[config.mk]
export PLATFORM = sky130hd
export DESIGN_NAME = regfile_2r1w
export DESIGN_NICKNAME = d
export VERILOG_FILES = /design/src/rtl/regfile_2r1w_pkg.sv /design/src/rtl/decoder_1to32.sv /design/src/rtl/mux32to1by32.sv /design/src/rtl/register32.sv /design/src/rtl/regfile_2r1w.sv
export SDC_FILE = /design/constraint.sdc
export NUM_CORES = 2
export LEC_CHECK = 0
export ABC_AREA = 1
export ABC_CLOCK_PERIOD_IN_PS = 1620
export BUFFER_PORTS_ARGS = -buffer_cell sky130_fd_sc_hd__buf_2
export CAP_MARGIN = 40
export CORE_AREA = 2 2 338 340
export DETAILED_ROUTE_END_ITERATION = 10
export DIE_AREA = 0 0 340 342
export HOLD_SLACK_MARGIN = 0.1
export PLACE_DENSITY = 0.66
export SETUP_SLACK_MARGIN = 0.02
export SLEW_MARGIN = 15
export SYNTH_ARGS = -nofsm -noshare
export SYNTH_HDL_FRONTEND = slang
export SYNTH_SLANG_ARGS = --single-unit
[constraint.sdc]
create_clock -name clk -period 1.62 [get_ports clk]
set_clock_uncertainty 0.2 [all_clocks]
set_input_delay 0.081 -clock clk [delete_from_list [all_inputs] [get_ports clk]]
set_output_delay 0.081 -clock clk [all_outputs]
set_load 0.02 [all_outputs]
[src/rtl/regfile_2r1w_pkg.sv]
// Shared constants for the 32 x 32-bit two-read / one-write register file.
package regfile_2r1w_pkg;

  localparam int REG_WIDTH  = 32;
  localparam int REG_COUNT  = 32;
  localparam int REG_ADDR_W = 5;

  localparam logic [REG_ADDR_W-1:0] ZERO_REG = '0;

endpackage

[src/rtl/decoder_1to32.sv]
// Write-address decoder: one-hot of address, gated by enable.
// Register 0 has no storage cell, so only outputs 1..COUNT-1 exist.
module decoder_1to32
  import regfile_2r1w_pkg::*;
#(
  parameter int COUNT  = REG_COUNT,
  parameter int ADDR_W = REG_ADDR_W
) (
  input  logic              enable,
  input  logic [ADDR_W-1:0] address,
  output logic [COUNT-1:1]  onehot
);

  always_comb begin
    // NOTE: every combinational output gets a default before any conditional
    // assignment, so no path leaves it unassigned and no latch is inferred.
    onehot = '0;
    for (int i = 1; i < COUNT; i++) begin
      onehot[i] = enable && (address == ADDR_W'(i));
    end
  end

endmodule

[src/rtl/mux32to1by32.sv]
// Combinational read mux: selects one WIDTH-bit word out of COUNT inputs.
module mux32to1by32
  import regfile_2r1w_pkg::*;
#(
  parameter int WIDTH  = REG_WIDTH,
  parameter int COUNT  = REG_COUNT,
  parameter int ADDR_W = REG_ADDR_W
) (
  input  logic [ADDR_W-1:0] address,
  input  logic [WIDTH-1:0]  inputs [COUNT],
  output logic [WIDTH-1:0]  out
);

  // COUNT == 2**ADDR_W, so every address value selects a real input.
  assign out = inputs[address];

endmodule

[src/rtl/register32.sv]
// Enable-gated storage cell with synchronous active-high clear.
module register32
  import regfile_2r1w_pkg::*;
#(
  parameter int WIDTH = REG_WIDTH
) (
  input  logic             clk,
  input  logic             reset,
  input  logic             wrenable,
  input  logic [WIDTH-1:0] d,
  output logic [WIDTH-1:0] q
);

  // NOTE: state is updated with non-blocking assignments only, so every flop
  // samples pre-edge values regardless of process evaluation order.
  // Clear wins over wrenable so a reset edge never lets a write through.
  always_ff @(posedge clk) begin
    if (reset) begin
      q <= '0;
    end else if (wrenable) begin
      q <= d;
    end
  end

endmodule

[src/rtl/regfile_2r1w.sv]
// 32 x 32-bit CPU register file: one synchronous write port, two combinational
// read ports, register 0 hardwired to zero, synchronous active-high reset.
module regfile_2r1w
  import regfile_2r1w_pkg::*;
#(
  parameter int WIDTH  = REG_WIDTH,
  parameter int DEPTH  = REG_COUNT,
  parameter int ADDR_W = REG_ADDR_W
) (
  input  logic              clk,
  input  logic              reset,
  input  logic              RegWrite,
  input  logic [ADDR_W-1:0] WriteRegister,
  input  logic [WIDTH-1:0]  WriteData,
  input  logic [ADDR_W-1:0] ReadRegister1,
  input  logic [ADDR_W-1:0] ReadRegister2,
  output logic [WIDTH-1:0]  ReadData1,
  output logic [WIDTH-1:0]  ReadData2
);

  logic [DEPTH-1:1] wr_en;
  logic [WIDTH-1:0] regs [DEPTH];

  decoder_1to32 #(.COUNT(DEPTH), .ADDR_W(ADDR_W)) u_decoder (
    .enable  (RegWrite),
    .address (WriteRegister),
    .onehot  (wr_en)
  );

  assign regs[ZERO_REG] = '0;

  // NOTE: every storage cell is cleared by reset (not just control state),
  // because reads must return 0 for every register after a reset edge.
  for (genvar i = 1; i < DEPTH; i++) begin : g_cell
    register32 #(.WIDTH(WIDTH)) u_cell (
      .clk      (clk),
      .reset    (reset),
      .wrenable (wr_en[i]),
      .d        (WriteData),
      .q        (regs[i])
    );
  end

  mux32to1by32 #(.WIDTH(WIDTH), .COUNT(DEPTH), .ADDR_W(ADDR_W)) u_mux1 (
    .address (ReadRegister1),
    .inputs  (regs),
    .out     (ReadData1)
  );

  mux32to1by32 #(.WIDTH(WIDTH), .COUNT(DEPTH), .ADDR_W(ADDR_W)) u_mux2 (
    .address (ReadRegister2),
    .inputs  (regs),
    .out     (ReadData2)
  );

endmodule

==> reports/summary.txt <==
Status - finished, violations left
Failing checks - hold timing, setup timing
Tot Pwr - 62.5 mW
Top Registers - g_cell.u_cell.q: 992 flops
CP max stage delay - 0.35 ns
Syn-to-layout area delta - 29.9%
First-pass GRT wire length - 393000 µm
Total core area - 113000 µm²
Sequential share of the synthesized area - 35.5%
CTS root buf - clkbuf_16
Mapped Avg Cell Area - 6.10 µm²
RSZ-0062 raised after global routing - yes
DRC Markers - 0
Final instance area - 72700 µm²
Vias in the first global route - 62900
# port buffers - 113
VDD IR max - 0.000846 V
Via Count - 69400
RD Place Congestion - 0.977
Global route overflow - 0
Hpwl dp - 165000 µm
Total GRT Usage - 43.8%
Setup CP Type - reg -> out
Core Rows - 124
Slack of the critical path - -0.641 ns
Maximum buffer depth of the clock tree - 3
I/O Pins - 114
Post-DRT Antenna Nets - 0
Die area - 116000 µm²
Crit path max fanout - 3
Initial Utilization - 49.5%
Critical path's top delay family - simple AND/OR/NAND/NOR gates
CTS tree - yes
H-tree Lvls - 3
Crit path buf inv count - 2
Crit-path slowest cell - dfxtp_2
Finish-stage setup viols - 795
Slew Limit Headroom - 43.7%
Dpl cell area - 63900 µm²
Total CTS buffers - 111
Clock slew at reported path FFs - 0.06 ns
Commonest non-fill, non-tap cell in the layout - nand2_1
Most frequent cells in the layout - nand2_1 (3204), nand3_1 (1926), a21oi_1 (768)
Fin Hold WS - -0.137 ns
Iteration-0 DRC count of the detailed router - 10800
Seq cells post-synth - 992
Multi-input gate area - 33600 µm²
Synthesized area - 56000 µm²
Vert. Die Dim - 342 µm
WP data arrival - 1.98 ns
# fillers - 10100
Die W - 340 µm
Synthesized instance count - 9177
Worst hold path class - in -> reg
Syn_nets - 9227
DP Cell Count - 10600
Largest register by flop count - g_cell.u_cell.q
Final setup TNS - -221.84 ns
Initial DRT Pass Iterations - 7
Final Max Slew Viols - 0
Fmax - 0.442 GHz
Largest net degree at the start of global routing - 79
Final wirelength - 273000 µm
Flip-flop and latch area - 20700 µm²
Fin crit share - 140%
Min Tclk post-route - 2.26 ns
Worst setup SP type - flop
Non-Filler Instances - 11000
Synth cell types - 23
Number of flip-flops under the largest register name - 992
Clk Latency, worst-skew pair - 0.74 ns
Fin. Hold Viols - 35
Layout cells sized above 1 - 26.1%
Max Cap Violations - 0
Crit path cell chain - nand2_1, nand3_1, nand3_2, nand2_1, nand2_1, nand2_2, nand2_2, nand2_2, buf_12, buf_6
Drt wl/cell - 24.9 µm
Worst Max-Slew Pin Slew - 0.841 ns
Layout Nets - 9383
Leak - 28.3 nW
Synth warn - 0
Pwr dens - 859 nW/µm²
Req. time, crit path - 1.34 ns
Via density - 6.34
Total clock sinks - 992
Crit. End Element - primary output
Initial antenna violation count - 10
repair_timing:
action                     in CTS  in global routing
setup buffers                  15                 85
pin swaps                     223                375
setup endpoints to repair      64                508
gates cloned                    0                  7
hold endpoints to repair      992                437
hold buffers                   41                 26
gates resized for setup       797                676
final cells by class:
| class | count | area share, % |
|---|---|---|
| Antenna cell | 12 | 0.0413 |
| Clock buffer | 165 | 4.63 |
| Clock inverter | 41 | 0.676 |
| Inverter | 247 | 1.36 |
| Multi-Input combinational cell | 7030 | 46.2 |
| Sequential cell | 992 | 28.5 |
| Tap cell | 1512 | 2.60 |
| Timing Repair Buffer | 951 | 16.1 |
metal layers:
metal	wire length, µm	track usage (%)	part of all wire (%)	vias to the layer above
li1	-	-	-	30500
met1	95000	54.9	35	31900
met3	40000	10.9	15	1544
met2	113000	65.4	41	5416
met5	51	0	0.019	-
met4	25100	32.4	9.2	2
cell families after synthesis:
family / count (synthesis) / share of synthesized area (%)
flops: 992 / 35.5
buf+inv: 1155 / 8.36
simple gates: 6038 / 45.9
compound gates: 992 / 10.2
power breakdown:
| part | switching [mW] | internal [mW] | leakage, nW | total, mW |
|---|---|---|---|---|
| Combinational | 6.95 | 3.64 | 18.1 | 10.6 |
| Clock | 11.2 | 15.9 | 1.91 | 27.1 |
| Sequential | 0.143 | 24.6 | 8.34 | 24.8 |
final timing paths:
| path | slack, ns | from | end | depth (start not counted) |
|---|---|---|---|---|
| worst max-delay path | -0.64 | g_cell[22].u_cell.q[8] | ReadData1[8] | 10 |
| worst min-delay path | -0.14 | WriteRegister[1] | g_cell[23].u_cell.q[15] | 6 |
| worst max register to register | 0.27 | g_cell[10].u_cell.q[16] | g_cell[10].u_cell.q[16] | 3 |
| worst min register to register | 0.27 | g_cell[12].u_cell.q[22] | g_cell[12].u_cell.q[22] | 2 |
through the flow:
step	util, %	worst slack (ns)
after CTS	61.9	-0.612
final	64.3	-0.641
after detailed placement	56.5	-0.379
after global routing	64.3	-0.680
after floorplan	-	0.0360
after global placement	56.5	-0.354
Yosys cell counts:
cell type | number | share of area [%]
buf_4 | 19 | 0.25
nand4_1 | 96 | 1.1
nor2_4 | 3 | 0.060
inv_1 | 234 | 1.6
nor2_8 | 5 | 0.18
buf_1 | 79 | 0.53
a211oi_2 | 42 | 0.94
nor2_2 | 5 | 0.056
nand2_4 | 1 | 0.020
dfxtp_1 | 992 | 35
nor2_1 | 227 | 1.5
a211oi_1 | 182 | 2.4
clkinv_1 | 1 | 0.0067
nand2_2 | 8 | 0.089
or2_1 | 2 | 0.022
nand3_2 | 1 | 0.018
buf_6 | 4 | 0.080
nand3_1 | 2116 | 19
buf_2 | 194 | 1.7
inv_2 | 12 | 0.080
a21oi_1 | 768 | 6.9
nand2_1 | 3574 | 24
clkbuf_1 | 612 | 4.1
worst register-to-register path: stages, from the launching register on:
cell,delay (ns)
dfxtp_2,0.36
nand2_1,0.06
a21oi_1,0.12
dlygate4sd3_1,0.55
Note: power is estimated with default switching activity, not from simulation.
